--- config.mk ---
export PLATFORM = sky130hd
export DESIGN_NAME = apogee_mem_arb
export DESIGN_NICKNAME = d
export VERILOG_FILES = /design/src/rtl/apogee_mem_arb.sv
export SDC_FILE = /design/constraint.sdc
export NUM_CORES = 1
export LEC_CHECK = 0
export ABC_AREA = 1
export CORE_ASPECT_RATIO = 0.7
export CORE_UTILIZATION = 43
export DETAILED_ROUTE_END_ITERATION = 16
export MAX_ROUTING_LAYER = met4
export PLACE_DENSITY = 0.86
export SLEW_MARGIN = 15
export SYNTH_ARGS = -nofsm -noshare
export SYNTH_HDL_FRONTEND = slang
export SYNTH_SLANG_ARGS = --single-unit
--- constraint.sdc ---
create_clock -name clk -period 2.6 [get_ports clk]
set_input_delay 0.52 -clock clk [delete_from_list [all_inputs] [get_ports clk]]
set_output_delay 0.52 -clock clk [all_outputs]
set_load 0.01 [all_outputs]
--- src/rtl/apogee_mem_arb.sv ---
// -----------------------------------------------------------------------------
// apogee_mem_arb
//   Arbiter and access sequencer for the single byte-wide memory port of the
//   Apogee core. Three requesters share the port: the video DMA (read only),
//   the host file loader (write only) and the 8080 CPU (read/write). The block
//   owns the memory strobes, so only one access is ever in flight. Each access
//   holds exactly one strobe for ACC_CYC cycles and is followed by a one-cycle
//   completion slot that carries the owner's ack.
//
//   Priority is video > loader > CPU. The CPU is forced to win once it has
//   watched STARVE_MAX consecutive non-CPU grants while it was pending.
//
// Ports
//   clk, reset                 system clock (clk_sys), async active-high reset
//   cpu_req/we/addr/wdata      CPU request (level, held until cpu_ack)
//   cpu_rdata, cpu_ack         CPU read data (held) and completion pulse
//   vid_req/addr               video DMA read request
//   vid_rdata, vid_ack         video read data (held) and completion pulse
//   ldr_req/addr/wdata         loader write request
//   ldr_ack                    loader completion pulse
//   mem_addr/din/we/rd         memory controller command (registered)
//   mem_dout                   memory controller read data
//   grant                      0 none, 1 video, 2 loader, 3 CPU
//   busy                       high during ACCESS and DONE
// -----------------------------------------------------------------------------
module apogee_mem_arb #(
    parameter int ACC_CYC    = 4,   // strobe cycles per access, 1..15
    parameter int STARVE_MAX = 3    // non-CPU grants tolerated while CPU waits, 1..15
) (
    input  logic        clk,
    input  logic        reset,
    input  logic        cpu_req,
    input  logic        cpu_we,
    input  logic [15:0] cpu_addr,
    input  logic [7:0]  cpu_wdata,
    output logic [7:0]  cpu_rdata,
    output logic        cpu_ack,
    input  logic        vid_req,
    input  logic [15:0] vid_addr,
    output logic [7:0]  vid_rdata,
    output logic        vid_ack,
    input  logic        ldr_req,
    input  logic [15:0] ldr_addr,
    input  logic [7:0]  ldr_wdata,
    output logic        ldr_ack,
    output logic [15:0] mem_addr,
    output logic [7:0]  mem_din,
    output logic        mem_we,
    output logic        mem_rd,
    input  logic [7:0]  mem_dout,
    output logic [1:0]  grant,
    output logic        busy
);

    typedef enum logic [1:0] {
        S_IDLE   = 2'd0,
        S_ACCESS = 2'd1,
        S_DONE   = 2'd2
    } state_t;

    localparam logic [1:0] G_NONE = 2'd0;
    localparam logic [1:0] G_VID  = 2'd1;
    localparam logic [1:0] G_LDR  = 2'd2;
    localparam logic [1:0] G_CPU  = 2'd3;

    localparam logic [3:0] ACC_LAST   = 4'(ACC_CYC - 1);
    localparam logic [3:0] STARVE_TOP = 4'(STARVE_MAX);

    state_t     state;
    logic [3:0] acc_cnt;      // strobe cycles remaining after the current one
    logic [3:0] starve_cnt;   // consecutive non-CPU grants while CPU pending
    logic [1:0] winner;
    logic       grant_now;

    // Winner among the live requests; only acted on in IDLE.
    always_comb begin
        winner = G_NONE;
        if (cpu_req && (starve_cnt == STARVE_TOP)) winner = G_CPU;
        else if (vid_req)                          winner = G_VID;
        else if (ldr_req)                          winner = G_LDR;
        else if (cpu_req)                          winner = G_CPU;
    end

    assign grant_now = (state == S_IDLE) && (winner != G_NONE);

    // NOTE: every register here uses non-blocking assignment so all state
    // updates see the pre-edge values, independent of statement order.
    always_ff @(posedge clk or posedge reset) begin
        if (reset) begin
            // NOTE: the strobes are plain flops on the async reset, so an
            // access in flight is cut off the instant reset rises and its ack
            // is never produced.
            state      <= S_IDLE;
            acc_cnt    <= '0;
            starve_cnt <= '0;
            grant      <= G_NONE;
            busy       <= 1'b0;
            mem_addr   <= '0;
            mem_din    <= '0;
            mem_we     <= 1'b0;
            mem_rd     <= 1'b0;
            cpu_ack    <= 1'b0;
            vid_ack    <= 1'b0;
            ldr_ack    <= 1'b0;
            cpu_rdata  <= '0;
            vid_rdata  <= '0;
        end else begin
            // The starve count only means something while the CPU is waiting.
            if (!cpu_req) begin
                starve_cnt <= '0;
            end else if (grant_now) begin
                if (winner == G_CPU)
                    starve_cnt <= '0;
                else if (starve_cnt != STARVE_TOP)
                    starve_cnt <= starve_cnt + 4'd1;
            end

            cpu_ack <= 1'b0;
            vid_ack <= 1'b0;
            ldr_ack <= 1'b0;

            unique case (state)
                S_IDLE: begin
                    if (grant_now) begin
                        state   <= S_ACCESS;
                        acc_cnt <= ACC_LAST;
                        grant   <= winner;
                        busy    <= 1'b1;
                        case (winner)
                            G_VID: begin
                                mem_addr <= vid_addr;
                                mem_din  <= '0;
                                mem_rd   <= 1'b1;
                            end
                            G_LDR: begin
                                mem_addr <= ldr_addr;
                                mem_din  <= ldr_wdata;
                                mem_we   <= 1'b1;
                            end
                            default: begin
                                mem_addr <= cpu_addr;
                                mem_din  <= cpu_wdata;
                                mem_we   <= cpu_we;
                                mem_rd   <= ~cpu_we;
                            end
                        endcase
                    end
                end

                S_ACCESS: begin
                    if (acc_cnt == 4'd0) begin
                        // Final strobe cycle: mem_dout is captured on this edge.
                        state  <= S_DONE;
                        mem_rd <= 1'b0;
                        mem_we <= 1'b0;
                        case (grant)
                            G_VID: begin
                                vid_ack   <= 1'b1;
                                vid_rdata <= mem_dout;
                            end
                            G_LDR: ldr_ack <= 1'b1;
                            G_CPU: begin
                                cpu_ack <= 1'b1;
                                if (mem_rd) cpu_rdata <= mem_dout;
                            end
                            default: ;
                        endcase
                    end else begin
                        acc_cnt <= acc_cnt - 4'd1;
                    end
                end

                S_DONE: begin
                    // Requests are ignored here; owners drop req on this edge.
                    state <= S_IDLE;
                    grant <= G_NONE;
                    busy  <= 1'b0;
                end

                default: state <= S_IDLE;
            endcase
        end
    end

endmodule

Word level (Yosys, flattened, before mapping)
Cells that the tools add are included.
{"block": "totals", "regBits": 58, "out_inout_bits": 48, "wordCells": 86}
{"block": "op_classes", "addsub": 2, "n_eq_ne": 17, "mux": 36, "bitwise": 1, "n_reduce_logical": 16}
{"cell": "$pmux 16 s2", "count": 1}
{"cell": "$mux 4", "count": 6}
{"cell": "$pmux 8 s2", "count": 1}
{"cell": "$mux 2", "count": 7}
{"cell": "$mux 1", "count": 13}
{"cell": "$reduce_and 4->1", "count": 3}
{"cell": "$eq 2x2->1 const B", "count": 5}
{"cell": "$ne 2x2->1 const B", "count": 5}
{"cell": "$pmux 1 s2", "count": 5}
{"cell": "$pmux 2 s2", "count": 2}
{"cell": "$pmux 4 s2", "count": 1}
{"cell": "$reduce_and 2->1", "count": 4}
{"cell": "$eq 2x1->1 const B", "count": 3}
{"cell": "$reduce_and 3->1", "count": 2}
{"cell": "$reduce_bool 2->1", "count": 3}
{"cell": "$add 4x1->4 const B", "count": 1}
{"cell": "$eq 4x2->1 const B", "count": 1}
{"cell": "$logic_not 4->1", "count": 1}
{"cell": "$ne 4x2->1 const B", "count": 1}
{"cell": "$sub 4x1->4 const B", "count": 1}
{"cell": "$ne 3x1->1 const B", "count": 1}
{"cell": "$logic_and 1x1->1", "count": 2}
{"cell": "$logic_not 2->1", "count": 1}
{"cell": "$ne 2x1->1 const B", "count": 1}
{"cell": "$not 1->1", "count": 1}

Longest topological paths before layout
{"block": "logic_depth", "depth_word": 8, "depth_mapped": 15, "mapped_depth_nobuf": 14}

Worst setup path after synthesis
OpenSTA, ideal clock, no wires.
{"block": "synth_path", "path_type": "in2reg", "startpoint": "input cpu_req", "endpoint": "register mem_din[7]", "arrival_time_ns": 1.898, "required_ns": 2.484, "slack_ns": 0.586, "path_stages": 15, "n_path_buf": 3, "cell_sequence": "clkbuf_2 nand2_1 inv_1 nand2_1 nand3_1 inv_1 ha_1 clkbuf_2 nand2_1 inv_2 buf_2 nand2_1 o21ai_0 nand2_1 nand2_1"}
{"block": "synth_between", "elab_chain_cells": 7}
{"item": "start: declaration", "line_no": "32", "rtl": "input logic cpu_req,"}
{"item": "$mux 2", "line_no": "81", "rtl": "else if (cpu_req) winner = G_CPU;"}
{"item": "$mux 2", "line_no": "80", "rtl": "else if (ldr_req) winner = G_LDR;"}
{"item": "$mux 2", "line_no": "79", "rtl": "else if (vid_req) winner = G_VID;"}
{"item": "$mux 2 *", "line_no": "78", "rtl": "if (cpu_req && (starve_cnt == STARVE_TOP)) winner = G_CPU;"}
{"item": "branches (longest 3 deep; another with $pmux 8 s2)"}
{"item": "end signal: assignment", "line_no": "137", "rtl": "mem_din <= ldr_wdata;"}
{"item": "end signal: assignment", "line_no": "142", "rtl": "mem_din <= cpu_wdata;"}
{"item": "end: declaration", "line_no": "47", "rtl": "output logic [7:0] mem_din,"}
Mark *: on every way between the ends.
A chain may end at the register's enable or synchronous reset.

Worst setup path in the final report
{"block": "layout_path", "startpoint": "input cpu_req", "endpoint": "register mem_din[5]"}
The elaborated chain is that of the path after synthesis.

==> results.json <==
{
  "status": "finished, final reports clean",
  "p_leak_nw": 2.12,
  "synth_seq_cells": 58,
  "stdcell_count": 616,
  "fin_ws_ps": 351,
  "fillers": 529,
  "numCtsBuffers": 9,
  "dr.pass1.iters": 5,
  "cts_resized": 0,
  "arrival_ps": 2470,
  "routedWlPerCell_um": 13.3,
  "cp_num_buf_inv": 5,
  "yosys_warnings": 0,
  "cpMostUsedCell": "nand2_1",
  "required_ps": 2820,
  "grt_max_degree": 41,
  "avgViaCountPerCell": 4.96,
  "critPathTopFamily": "buffers and inverters",
  "drive_above_1_share_pct": 8.05,
  "clock_latency_ps": 340,
  "cts-root-buf": "clkbuf_8",
  "h-tree-depth": 3,
  "antenna_cells": 0,
  "finalCriticalPeriod_ps": 2250,
  "grt_usage_pct": 24.3,
  "area_growth_pct": 52.1,
  "irDropWorstVdd_mv": 0.548,
  "holdBufCountCts": 0,
  "yosys.area_share.adder_pct": 2.51,
  "seq_area_sq_um": 1450,
  "synth.area.top_cells": "dfrtp_1 (49%), nand2_1 (15%), nor2_1 (6.9%), inv_1 (5.5%), nand3_1 (4.0%)",
  "ant_nets": 0,
  "drt_iter0_markers": 175,
  "io_buffers": 125,
  "synth.top_cell.area_share_pct": 48.5,
  "synthCells": 388,
  "seq_area_frac_synth_pct": 48.5,
  "finalHoldViolations": 0,
  "finalSetupViolCount": 0,
  "worstPathMaxFanout": 24,
  "grt_pass1_wl_mm": 13.1,
  "cts_sinks": 58,
  "rsz0062_at_grt": "false",
  "dp_cells": 600,
  "critPathMaxStageDelay_ps": 560,
  "drv_slew": 0,
  "synth-compound-area-share_pct": 8.91,
  "die_y_um": 71.8,
  "critical_path_class": "in2reg",
  "hpwl_mm": 6.03,
  "clockBufferDepth": 2,
  "io_pins": 126,
  "cp-end-kind": "flop",
  "cts_tree": "built",
  "gp_congestion": 0.817,
  "wl_mm": 8.18,
  "synth_xor_area_share_pct": 0,
  "finalClockSkew_ps": 7.38,
  "antenna_found_initial": 0,
  "post-place-ws_ps": 24.3,
  "fin_nets": 601,
  "synthSimpleGateAreaFrac_pct": 30.6,
  "tightest_slew_ps": 499,
  "start_util_pct": 44.5,
  "post_cts_buffers": 0,
  "synthMuxAreaShare_pct": 0,
  "first_global_vias": 2921,
  "synth_top_cell_by_area": "dfrtp_1",
  "crit_chain": "clkdlybuf4s50_1 > nand2_1 > inv_1 > nand2_1 > nand3_1 > inv_1 > ha_1 > nand2_1 > inv_2 > buf_12 > nand2_1 > o21ai_0 > nand2_1 > nand2_1",
  "die_w_um": 102,
  "hold_class": "reg2reg",
  "coreArea_sq_um": 6730,
  "overflow": 0,
  "tns_ps": 0,
  "synth_top_family_by_area": "simple AND/OR/NAND/NOR gates",
  "drc_errors": 0,
  "synth.distinct_cells": 29,
  "finalCritPeriodShare_pct": 86.5,
  "crit_path_top_delay_cell": "clkdlybuf4s50_1",
  "dieArea_sq_um": 7300,
  "core.rowCount": 25,
  "slew_headroom_pct": 66.7,
  "fin_util_pct": 67.6,
  "max_clock_freq_mhz": 445,
  "clk_pin_slew_ps": 60,
  "syn_area_per_cell_sq_um": 7.71,
  "syn-cell-area_sq_um": 2990,
  "via_count": 3053,
  "multi_input_area_sq_um": 1260,
  "syn_nets": 472,
  "cp-start-kind": "primary input",
  "powerDensity_nw_per_um2": 983,
  "drv_cap": 0
}
[per-layer routing]
metal | global-route usage (%) | wire [um]
met2 | 38.3 | 3770
met5 | - | 0
met4 | 11.0 | 193
met1 | 30.1 | 3510
met3 | 5.37 | 717
[path summary, 6_finish.rpt]
kind / start / end / slack [ps] / cells after the start
worst max-delay path: cpu_req / mem_din[5] / 350 / 14
worst min-delay path: acc_cnt[0] / acc_cnt[0] / 470 / 1
worst max register to register: starve_cnt[0] / mem_addr[4] / 400 / 12
worst min register to register: acc_cnt[0] / acc_cnt[0] / 470 / 1
max in group asynchronous: reset / cpu_rdata[6] / 1450 / 3
min in group asynchronous: reset / mem_addr[9] / 520 / 2
[flip-flops by register name, summed over array words and instances (netlist names)]
signal / flops
acc_cnt: 4
busy: 1
cpu_ack: 1
cpu_rdata: 8
grant: 2
ldr_ack: 1
mem_addr: 16
mem_din: 8
mem_rd: 1
mem_we: 1
starve_cnt: 4
state: 2
vid_ack: 1
vid_rdata: 8
[cell families (layout without fill, tap and decap cells)]
group | Yosys count | count (layout)
AO/OA/AOI/OAI | 49 | 49
buffers and inverters | 64 | 198
flip-flops | 58 | 58
adder cells (fa/ha/maj) | 6 | 6
AND/OR/NAND/NOR | 211 | 211
[placed cells by master, fill, tap and decap left out, drive strengths merged, types with 8 or more instances in the layout]
master and n:
clkdlybuf4s50 125, nand2 122, dfrtp 58, nor2 58
inv 48, o21ai 27, nand3 25, a31oi 15
clkbuf 9, buf 8
[cells in the mapped netlist]
cell type / number
a21oi_1: 5
a31oi_1: 15
buf_2: 6
buf_6: 3
clkbuf_1: 4
clkbuf_2: 2
clkinv_2: 1
clkinv_4: 1
dfrtp_1: 58
ha_1: 6
inv_1: 44
inv_2: 2
inv_4: 1
nand2_1: 116
nand2_2: 4
nand2_4: 2
nand3_1: 24
nand3_4: 1
nand4_1: 3
nand4_4: 1
nor2_1: 55
nor2_2: 1
nor2_4: 1
nor2_8: 1
nor3_1: 1
o21ai_0: 23
o21ai_1: 4
o22ai_1: 2
or2_2: 1
[power breakdown]
group / internal, mW / total, mW / switching [mW]
clock: 0.440 / 0.820 / 0.380
combinational: 1.03 / 2.09 / 1.05
sequential: 1.29 / 1.56 / 0.274
[final cells by class]
type	instances	area share (%)
Clock buffer	9	2.72
Clock inverter	7	1.51
Inverter	49	4.24
Multi-Input combinational cell	266	27.6
Sequential cell	58	31.9
Tap cell	94	2.59
Timing Repair Buffer	133	29.4
[per-stage QoR]
step                area (sq um)  hold slack, ps  total power [mW]
global route                4550             501              4.79
floorplan                   2990             440              2.63
CTS                         4550             471              4.50
global placement            4360             456              3.58
detailed placement          4360             462              3.66
finish                      4550             467              4.47
Note: power is estimated with default switching activity, not from simulation.
